**config.mk**
```make
export PLATFORM = sky130hd
export DESIGN_NAME = reg_dump_reader
export DESIGN_NICKNAME = d
export VERILOG_FILES = /design/src/rtl/reg_dump_reader_pkg.sv /design/src/rtl/reg_dump_reader.sv
export SDC_FILE = /design/constraint.sdc
export NUM_CORES = 1
export LEC_CHECK = 0
export BUFFER_PORTS_ARGS = -buffer_cell sky130_fd_sc_hd__buf_2
export CAP_MARGIN = 10
export CORE_MARGIN = 2
export CORE_UTILIZATION = 50
export CTS_CLUSTER_DIAMETER = 50
export DETAILED_ROUTE_END_ITERATION = 10
export MAX_ROUTING_LAYER = met4
export PLACE_DENSITY = 0.81
export SKIP_CTS_REPAIR_TIMING = 1
export SLEW_MARGIN = 40
export SYNTH_ARGS = -nofsm -noshare
export SYNTH_HDL_FRONTEND = slang
export SYNTH_SLANG_ARGS = --single-unit
```
**constraint.sdc**
```tcl
create_clock -name clock -period 3.6 [get_ports clock]
set_clock_uncertainty 0.1 [all_clocks]
set_input_delay 0.18 -clock clock [delete_from_list [all_inputs] [get_ports clock]]
set_output_delay 0.18 -clock clock [all_outputs]
set_load 0.01 [all_outputs]
```
**src/rtl/reg_dump_reader_pkg.sv**
```systemverilog
// Shared constants and FSM encoding for the register-bank debug dump reader.
// The default sizes are also used by the register bank itself.
package reg_dump_reader_pkg;

  localparam int unsigned DefNumRegs = 32;
  localparam int unsigned DefAddrW   = 5;
  localparam int unsigned DefDataW   = 32;

  typedef enum logic [2:0] {
    StIdle = 3'd0,
    StReq  = 3'd1,
    StRead = 3'd2,
    StSend = 3'd3,
    StCsum = 3'd4,
    StDone = 3'd5
  } state_e;

endpackage

```
**src/rtl/reg_dump_reader.sv**
```systemverilog
// Stalls the pipeline, reads every register in index order, and streams each value
// followed by an XOR checksum beat over a valid/ready interface.
module reg_dump_reader
  import reg_dump_reader_pkg::*;
#(
  parameter int unsigned NUM_REGS = DefNumRegs,
  parameter int unsigned ADDR_W   = DefAddrW,
  parameter int unsigned DATA_W   = DefDataW
) (
  input  logic              clock,
  input  logic              reset,
  input  logic              start,
  output logic              stall_req,
  input  logic              stall_ack,
  output logic [ADDR_W-1:0] rd_addr,
  input  logic [DATA_W-1:0] rd_data,
  output logic [DATA_W-1:0] out_data,
  output logic [ADDR_W-1:0] out_index,
  output logic              out_last,
  output logic              out_valid,
  input  logic              out_ready,
  output logic              busy,
  output logic              done
);

  localparam logic [ADDR_W-1:0] LastIdx = ADDR_W'(NUM_REGS - 1);

  state_e              r_state;
  state_e              w_state_next;
  logic [ADDR_W-1:0]   r_index;
  logic [DATA_W-1:0]   r_data;
  logic [DATA_W-1:0]   r_csum;

  always_ff @(posedge clock or posedge reset) begin
    if (reset) begin
      r_state <= StIdle;
    end else begin
      r_state <= w_state_next;
    end
  end

  always_ff @(posedge clock or posedge reset) begin
    if (reset) begin
      r_index <= '0;
      r_data  <= '0;
      r_csum  <= '0;
    end else begin
      case (r_state)
        StIdle: begin
          if (start) begin
            r_index <= '0;
            r_csum  <= '0;
          end
        end
        StRead: begin
          r_data <= rd_data;
          r_csum <= r_csum ^ rd_data;
        end
        StSend: begin
          if (out_ready && (r_index != LastIdx)) begin
            r_index <= r_index + 1'b1;
          end
        end
        default: ;
      endcase
    end
  end

  // Outputs decode from state only, so everything is 0 in IDLE and during reset.
  always_comb begin
    w_state_next = r_state;
    stall_req    = 1'b0;
    rd_addr      = '0;
    out_data     = '0;
    out_index    = '0;
    out_last     = 1'b0;
    out_valid    = 1'b0;
    busy         = (r_state != StIdle);
    done         = 1'b0;
    case (r_state)
      StIdle: begin
        if (start) w_state_next = StReq;
      end
      StReq: begin
        stall_req = 1'b1;
        if (stall_ack) w_state_next = StRead;
      end
      StRead: begin
        stall_req    = 1'b1;
        rd_addr      = r_index;
        w_state_next = StSend;
      end
      StSend: begin
        stall_req = 1'b1;
        out_valid = 1'b1;
        out_data  = r_data;
        out_index = r_index;
        if (out_ready) w_state_next = (r_index == LastIdx) ? StCsum : StRead;
      end
      StCsum: begin
        stall_req = 1'b1;
        out_valid = 1'b1;
        out_data  = r_csum;
        out_last  = 1'b1;
        if (out_ready) w_state_next = StDone;
      end
      StDone: begin
        done         = 1'b1;
        w_state_next = StIdle;
      end
      default: w_state_next = StIdle;
    endcase
  end

endmodule

```
==> reports/qor.yml, run 1 <==
status:
  status: "finished clean"
yosys:
  syn_nets: 387
  yosysTopAreaCell: "dfrtp_1"
  ys_seq_elements: 72
  yosysWarnings: 0
  ys_types: 34
  avgSynthCellArea_sq_um: 10.1
  synthTopCellsByArea: "dfrtp_1 (51%), nand4bb_1 (10%), a22o_1 (8.0%), nand2_1 (7.1%), nand3_1 (4.8%)"
  netlist_instances: 348
  yosysSeqAreaShare: 0.512
  synthesis.area_sq_um: 3520
  synthDominantCellAreaShare: 0.512
floorplanning:
  fp-row-count: 30
  dieArea_sq_um: 7730
  start_util: 0.518
  dieWidth_um: 87.9
  die_h_um: 87.9
  design.core.area_sq_um: 6790
  pin_count: 84
clocking:
  cts_tree: "yes"
  clkTransAtPathRegs_ns: 0.07
  cts_buffers: 9
  h-tree-depth: 3
  cts_buffer_depth: 2
  cts_root_buf: "clkbuf_8"
  clock_latency_ns: 0.33
  clock_sinks: 72
placement:
  portBuffers: 83
  gp_congestion: 0.778
  placed_cell_area_sq_um: 4000
  hpwl_um: 5700
timing:
  hold_viol: 0
  rsz0062_at_grt: "no"
  fin_tns_setup_ns: 0
  worstMarginPinSlew_ns: 0.764
  max_freq_mhz: 357
  report.final.slew_viol_count: 0
  finalCritPeriodShare: 0.777
  setup_viol: 0
  relSlewSlack: 0.491
  period_minus_slack_ns: 2.80
run:
  drv_cap: 0
setup_path:
  regToRegSetupSlack_ns: 1.16
  worstPathArrival_ns: 2.52
  cp-end-kind: "primary output"
  crit_fanout: 25
  path_class: "flop to primary output"
  critPathRequiredTime_ns: 3.32
  cp-start-kind: "flop"
cells_and_area:
  layout-drive-gt1-share: 0.264
  syn2layout_area_growth_pct: 18.9
  antennaDiodeCount: 0
  stdcell_area_sq_um: 4190
  final_nets: 462
route:
  drt_iter0_markers: 213
  routed_wl_um: 8430
  via_per_inst: 5.60
  drt-met1-wl_um: 3750
  top_layer_used: "met4"
  routedWlPerCell_um: 16.1
  wl_met2_um: 4180
  drcViolationCount: 0
  firstDrtPassIters: 4
  antenna_left: 0
  dr_total_vias: 2937
  route.met3.wl_um: 366
worst_hold_path:
  hold_path.class: "input pin to flop"
global_route:
  grt_pass1_vias: 2847
  grt_pass1_wl_um: 13500
  antenna_found_initial: 0
  grt_overflow: 0
  grtUsageTotal: 0.236
  grt_max_degree: 57
power:
  peakVddDrop_mv: 0.462
  p_leak_nw: 2.11
  power_density_nw_per_um2: 800
==> through the flow <==
| step | utilization | instances | total power, mW | hold WS (ns) | worst slack (ns) |
|---|---|---|---|---|---|
| 4_1_cts | 0.615 | 523 | 3.37 | -0.132 | 0.796 |
| 5_1_grt | 0.616 | 524 | 3.61 | 0.0379 | 0.632 |
| 2_1_floorplan | - | 348 | 2.31 | 0.204 | 1.50 |
| 3_3_place_gp | 0.584 | 506 | 2.67 | 0.358 | 1.19 |
| 3_5_place_dp | 0.588 | 507 | 2.76 | 0.235 | 1.18 |
| 6_report | 0.616 | 524 | 3.35 | 0.0355 | 0.801 |
==> sequential cells by signal, indices dropped and copies added (netlist names) <==
register / flops
r_index: 5
r_state: 3
r_csum: 32
r_data: 32
==> logic make-up after synthesis <==
group,count (synthesis),synth area share
flops,72,0.512
simple gates,163,0.278
fa+ha+maj,2,0.00711
xor+xnor,1,0.00249
buf+inv,36,0.0505
mux,2,0.00569
compound gates,72,0.145
==> synthesized netlist by cell type (all sizes together) <==
master and n:
dfrtp 72, nand2 67, nand3 34, o21ai 33, a22o 32, nand4bb 32
buf 18, clkbuf 11, inv 7, nor2 7, and2 6, nand3b 3
or3b 3, a21oi 2, and3 2, and3b 2, ha 2, mux2i 2
nand4 2, o211ai 2, a31o 1, nand4b 1, nor2b 1, o221a 1
o2bb2ai 1, or2 1, or3 1, or4b 1, xnor2 1
==> cells in the final DEF (no fill, tap or decap), types with 6 or more instances in the layout <==
cell	Yosys	final
nand4bb_1	32	32
a22o_1	32	32
clkbuf_8	0	9
inv_1	7	6
buf_2	15	83
buf_4	0	8
o21ai_1	30	30
dfrtp_1	72	72
nand3_1	34	34
and2_1	6	6
nand2_1	67	67
nor2_1	7	7
==> layer usage <==
layer,vias up,global-route usage
li1,1407,-
met3,12,0.0405
met2,72,0.379
met4,0,0.0881
met1,1446,0.301
met5,-,-
==> critical path: stages (launching register included) <==
cell     delay, ns
dfrtp_1       0.76
and2_1        0.73
buf_4         0.37
a22o_1        0.19
buf_2         0.13
==> where the power goes <==
part / switching, mW / internal, mW / leakage (nW)
clock: 0.287 / 0.318 / 0.0941
combinational: 0.684 / 0.594 / 1.13
sequential: 0.275 / 1.19 / 0.880
==> path summary, 6_finish.rpt <==
check                                 from           end  depth (start not counted)
worst max-delay path            r_state[2]  out_data[31]                          4
worst min-delay path             stall_ack    r_state[1]                          3
min in group asynchronous            reset    r_data[10]                          3
max in group asynchronous            reset    r_data[23]                          4
worst max register to register  r_state[2]    r_csum[11]                          5
worst min register to register  r_data[31]    r_data[31]                          2
==> layout make-up <==
cell class	count	area, sq um
Fill cell	595	2610
Clock buffer	12	135
Multi-Input combinational cell	240	1540
Clock inverter	4	45.0
Sequential cell	72	1800
Inverter	7	28.8
Timing Repair Buffer	93	513
Tap cell	96	120
(Power assumes the default switching activity.)
==> run 2, diff against run 1 <==
==> constraint.sdc (replaced) <==
create_clock -name clock -period 2.65 [get_ports clock]
set_clock_uncertainty 0.1 [all_clocks]
set_input_delay 0.1325 -clock clock [delete_from_list [all_inputs] [get_ports clock]]
set_output_delay 0.1325 -clock clock [all_outputs]
set_load 0.01 [all_outputs]
==> reports/qor.yml, run 2 (synthesis results as in run 1) <==
clocking:
  h-tree-depth: 3  # unchanged
  cts_root_buf: "clkbuf_8"  # unchanged
  clock_sinks: 72  # unchanged
  cts_buffers: 9  # unchanged
  clkTransAtPathRegs_ns: 0.07  # about the same
  cts_tree: "yes"  # unchanged
  cts_buffer_depth: 2  # unchanged
  clock_latency_ns: 0.35  # was 0.33 ns
power:
  power.total_mw: 4.54  # was 3.35 mW
  power_density_nw_per_um2: 1080  # was 800 nW/um^2
  peakVddDrop_mv: 0.456  # was 0.462 mV
  p_leak_nw: 2.12  # was 2.11 nW
floorplanning:
  dieArea_sq_um: 7730  # unchanged
  start_util: 0.518  # unchanged
  die_h_um: 87.9  # unchanged
  dieWidth_um: 87.9  # unchanged
  pin_count: 84  # unchanged
  design.core.area_sq_um: 6790  # unchanged
  fp-row-count: 30  # unchanged
global_route:
  globalRouteMet3Util: 0.0443  # was 0.0405
  grt_pass1_vias: 2948  # was 2847
  grt_max_degree: 47  # was 57
  antenna_found_initial: 0  # unchanged
  grtUsageTotal: 0.240  # was 0.236
  top_usage_layer: "met2"  # unchanged
  use_met1: 0.292  # was 0.301
  grt_overflow: 0  # unchanged
  grt_pass1_wl_um: 13900  # was 13500 um
  met2_usage: 0.404  # was 0.379
setup_path:
  worstPathArrival_ns: 2.26  # was 2.52 ns
  cpLargestDelayFamily: "flip-flops"  # unchanged
  critPathBufInv: 3  # was 2
  path_class: "flop to primary output"  # unchanged
  cp-end-kind: "primary output"  # unchanged
  slowest_stage: "dfrtp_1"  # unchanged
  crit_path_cell_trace: "buf_4 -> and2_1 -> buf_4 -> a22o_1 -> buf_2"  # was and2_1 -> buf_4 -> a22o_1 -> buf_2
  slowest_delay_ns: 0.76  # about the same
  cp-start-kind: "flop"  # unchanged
  critPathRequiredTime_ns: 2.42  # was 3.32 ns
  crit_fanout: 23  # was 25
  crit_path_frequent_cell: "buf_4"
timing:
  finalCritPeriodShare: 0.940
  report.final.slew_viol_count: 0  # unchanged
  worstMarginPinSlew_ns: 0.644  # was 0.764 ns
  hold_viol: 2  # was 0
  rsz0062_at_grt: "no"  # unchanged
  max_freq_mhz: 401
  worst_hold_slack_ns: -0.0157  # was 0.0355 ns
  fin_tns_setup_ns: 0  # unchanged
  setup_viol: 0  # unchanged
  relSlewSlack: 0.571  # was 0.491
  period_minus_slack_ns: 2.49
route:
  drcViolationCount: 0  # unchanged
  routed_wl_um: 8760  # was 8430 um
  antenna_left: 0  # unchanged
  dr_total_vias: 3009  # was 2937
  firstDrtPassIters: 4  # unchanged
  routedWlPerCell_um: 16.6  # was 16.1 um
  drt_iter0_markers: 216  # was 213
  via_per_inst: 5.70  # was 5.60
placement:
  hpwl_um: 5760  # was 5700 um
  portBuffers: 83  # unchanged
  placed_cells: 509  # was 507
  gp_congestion: 0.794  # was 0.778
run:
  drv_cap: 0  # unchanged
cells_and_area:
  utilization: 0.619  # was 0.616
  final_cell_mix: "buf_2 (83), dfrtp_1 (72), nand2_1 (67)"  # unchanged
  final_nets: 466  # was 462
  final_common_cell: "buf_2"  # unchanged
  syn2layout_area_growth_pct: 19.4  # was 18.9%
  layout-drive-gt1-share: 0.269  # was 0.264
  antennaDiodeCount: 0  # unchanged
  reg_top3: "r_csum x32, r_data x32, r_index x5"  # unchanged
  stdcell_count: 528  # was 524
status:
  status: "complete, but fails checks"  # was finished clean
  violations: "negative hold slack"
worst_hold_path:
  hold_path.class: "input pin to flop"  # unchanged
==> run 2: final cells by class <==
| cell class | instances | area, sq um |
|---|---|---|
| Multi-Input combinational cell | 240 | 1550 |
| Clock inverter | 3 | 15.0 |
| Inverter | 7 | 26.3 |
| Sequential cell | 72 | 1800 |
| Tap cell | 96 | 120 |
| Fill cell | 571 | 2590 |
| Clock buffer | 13 | 169 |
| Timing Repair Buffer | 97 | 528 |
==> run 2: worst paths after layout <==
check	start	to	slack, ns	depth (start not counted)
worst max register to register	r_state[2]	r_csum[15]	0.49	4
worst max-delay path	r_state[2]	out_data[15]	0.16	5
max in group asynchronous	reset	r_data[15]	1.47	4
min in group asynchronous	reset	r_csum[16]	0.25	3
worst min register to register	r_data[5]	r_data[5]	0.38	2
worst min-delay path	rd_data[29]	r_data[29]	-0.02	3
==> run 2: report_power, final <==
group	leakage [nW]	internal, mW	switching, mW
registers	0.880	1.62	0.371
logic	1.15	0.784	0.947
clock network	0.0992	0.412	0.406
total	2.12	2.82	1.72
==> run 2: per-layer routing <==
layer  part of all wire  vias to the layer above
li1                   -                     1411
met1               0.42                     1517
met2               0.51                       70
met3              0.047                       11
met4              0.014                        0
met5                  0                        -
==> run 2: metrics by stage <==
stage / area, sq um / setup slack, ns
6_report: 4210 / 0.158
5_1_grt: 4210 / 0.0911
4_1_cts: 4170 / 0.101
3_5_place_dp: 3990 / 0.496
3_3_place_gp: 3990 / 0.539
2_1_floorplan: 3520 / 0.593
==> run 2: worst register-to-register path, cell delays in order (launching register included) <==
cell,delay [ns]
dfrtp_1,0.62
or4b_1,0.80
buf_4,0.32
nand3_1,0.13
o21ai_1,0.07
==> run 3, diff against run 2 <==
--- a/config.mk
+++ b/config.mk
@@ -13,6 +13,7 @@
 export DETAILED_ROUTE_END_ITERATION = 10
 export MAX_ROUTING_LAYER = met4
 export PLACE_DENSITY = 0.81
+export SETUP_SLACK_MARGIN = 0.4
 export SKIP_CTS_REPAIR_TIMING = 1
 export SLEW_MARGIN = 40
 export SYNTH_ARGS = -nofsm -noshare
==> reports/qor.yml, run 3 (synthesis results as in run 1) <==
power:
  p_leak_nw: 2.13  # was 2.12 nW
  peakVddDrop_mv: 0.453  # was 0.456 mV
  power_density_nw_per_um2: 1080  # about the same
placement:
  portBuffers: 83  # unchanged
  gp_congestion: 0.794  # unchanged
  hpwl_um: 5760  # unchanged
route:
  antenna_left: 0  # unchanged
  routed_wl_um: 8920  # was 8760 um
  drcViolationCount: 0  # unchanged
  routedWlPerCell_um: 16.9  # was 16.6 um
  firstDrtPassIters: 4  # unchanged
  drt_iter0_markers: 217  # was 216
  dr_total_vias: 3039  # was 3009
  via_per_inst: 5.74  # was 5.70
cells_and_area:
  syn2layout_area_growth_pct: 20.1  # was 19.4%
  final_nets: 467  # was 466
  reg_top3: "r_csum x32, r_data x32, r_index x5"  # unchanged
  final_common_cell: "buf_2"  # unchanged
  utilization: 0.622  # was 0.619
  n_fill_cell: 565  # was 571
  multi_input_area_sq_um: 1560  # was 1550 sq um
  antennaDiodeCount: 0  # unchanged
  final_cell_mix: "buf_2 (83), dfrtp_1 (71), nand2_1 (67)"  # was buf_2 (83), dfrtp_1 (72), nand2_1 (67)
  seqCellArea_sq_um: 1810  # was 1800 sq um
  layout-drive-gt1-share: 0.275  # was 0.269
clocking:
  clock_sinks: 72  # unchanged
  clock_latency_ns: 0.35  # about the same
  cts_tree: "yes"  # unchanged
  clkTransAtPathRegs_ns: 0.07  # about the same
  cts_root_buf: "clkbuf_8"  # unchanged
  h-tree-depth: 3  # unchanged
  cts_buffers: 9  # unchanged
  cts_buffer_depth: 2  # unchanged
timing:
  period_minus_slack_ns: 2.20  # was 2.49 ns
  report.final.slew_viol_count: 0  # unchanged
  finalCritPeriodShare: 0.831  # was 0.940
  max_freq_mhz: 454  # was 401 MHz
  relSlewSlack: 0.653  # was 0.571
  fin_tns_setup_ns: 0  # unchanged
  worstMarginPinSlew_ns: 0.519  # was 0.644 ns
  setup_viol: 0  # unchanged
  hold_viol: 2  # unchanged
  worst_hold_slack_ns: -0.0102  # was -0.0157 ns
  rsz0062_at_grt: "no"  # unchanged
worst_hold_path:
  min_from: "rd_data[29]"  # unchanged
  whs_endpoint: "r_data[29]"  # unchanged
  holdPathStages: 3  # unchanged
  hold_path.class: "input pin to flop"  # unchanged
floorplanning:
  start_util: 0.518  # unchanged
  pin_count: 84  # unchanged
  fp-row-count: 30  # unchanged
  die_h_um: 87.9  # unchanged
  dieArea_sq_um: 7730  # unchanged
  design.core.area_sq_um: 6790  # unchanged
  dieWidth_um: 87.9  # unchanged
global_route:
  grtUsageTotal: 0.240  # unchanged
  grt_overflow: 0  # unchanged
  grt_max_degree: 47  # unchanged
  grt_pass1_vias: 2948  # unchanged
  grt_pass1_wl_um: 13900  # unchanged
  antenna_found_initial: 0  # unchanged
setup_path:
  regToRegStartpoint: "r_state[0]"  # was r_state[2]
  critPathBufInv: 2  # was 3
  path_class: "flop to primary output"  # unchanged
  crit_fanout: 29  # was 23
  regToRegSetupSlack_ns: 0.57  # was 0.49 ns
  rr_endpoint: "r_csum[31]"  # was r_csum[15]
  slowest_stage: "dfrtp_4"  # was dfrtp_1
  cpLargestDelayFamily: "simple AND/OR/NAND/NOR gates"  # was flip-flops
  slowest_delay_ns: 0.59  # was 0.76 ns
  cp-end-kind: "primary output"  # unchanged
  worstPathArrival_ns: 1.97  # was 2.26 ns
  rr_worst_depth: 5  # was 4
  critPathRequiredTime_ns: 2.42  # about the same
  crit_path_cell_trace: "or3b_4 -> buf_4 -> nor2_1 -> buf_2"  # was buf_4 -> and2_1 -> buf_4 -> a22o_1 -> buf_2
  cp-start-kind: "flop"  # unchanged
status:
  violations: "negative hold slack"  # unchanged
  status: "complete, but fails checks"  # unchanged
run:
  drv_cap: 0  # unchanged
run 3: cell types whose count changed in the layout (fill, tap and decap cells not counted):
cell     change
and3b_2      +1
buf_4        -2
buf_6        +2
dfrtp_1      -1
dfrtp_4      +1
or3b_1       -1
or3b_4       +1
run 3: power breakdown:
group | internal [mW] | switching (mW)
clock network | 0.413 | 0.404
registers | 1.62 | 0.374
logic | 0.796 | 0.962
total | 2.83 | 1.74
run 3: through the flow:
stage | worst slack, ns | instance area (sq um) | std cells | power, mW
floorplan | 0.593 | 3520 | 348 | 3.13
global placement | 0.539 | 3990 | 509 | 3.64
detailed placement | 0.496 | 3990 | 509 | 3.73
CTS | 0.101 | 4170 | 525 | 4.54
global route | 0.407 | 4230 | 529 | 4.88
finish | 0.447 | 4230 | 529 | 4.57
run 3: routing by layer:
metal	up-vias	track usage	part of all wire
li1	1419	-	-
met1	1529	0.292	0.42
met2	79	0.404	0.51
met3	12	0.0443	0.049
met4	0	0.0797	0.016
met5	-	-	0
run 3: final cells by class:
class / count / share of cell area
timing repair buffer: 97 / 0.127
inverter: 7 / 0.00621
tap: 96 / 0.0284
multi-input combinational: 241 / 0.368
clock buffer: 13 / 0.0399
clock inverter: 3 / 0.00355
sequential: 72 / 0.427
run 3: tightest hold or removal path: stages:
cell and delay (ns):
buf_2 0.10, nand4bb_1 0.12, nand2_1 0.06
run 3: worst max path at each step:
stage | startpoint | to | slack [ns] | depth (start not counted)
2_1_floorplan | reset | r_csum[0] | 0.59 | 1
3_3_place_gp | r_state[2] | out_data[15] | 0.54 | 3
3_5_place_dp | r_state[2] | out_data[22] | 0.50 | 3
4_1_cts | r_state[2] | out_data[22] | 0.10 | 3
5_1_grt | r_state[2] | rd_addr[3] | 0.41 | 4
6_report | r_state[2] | rd_addr[3] | 0.45 | 4
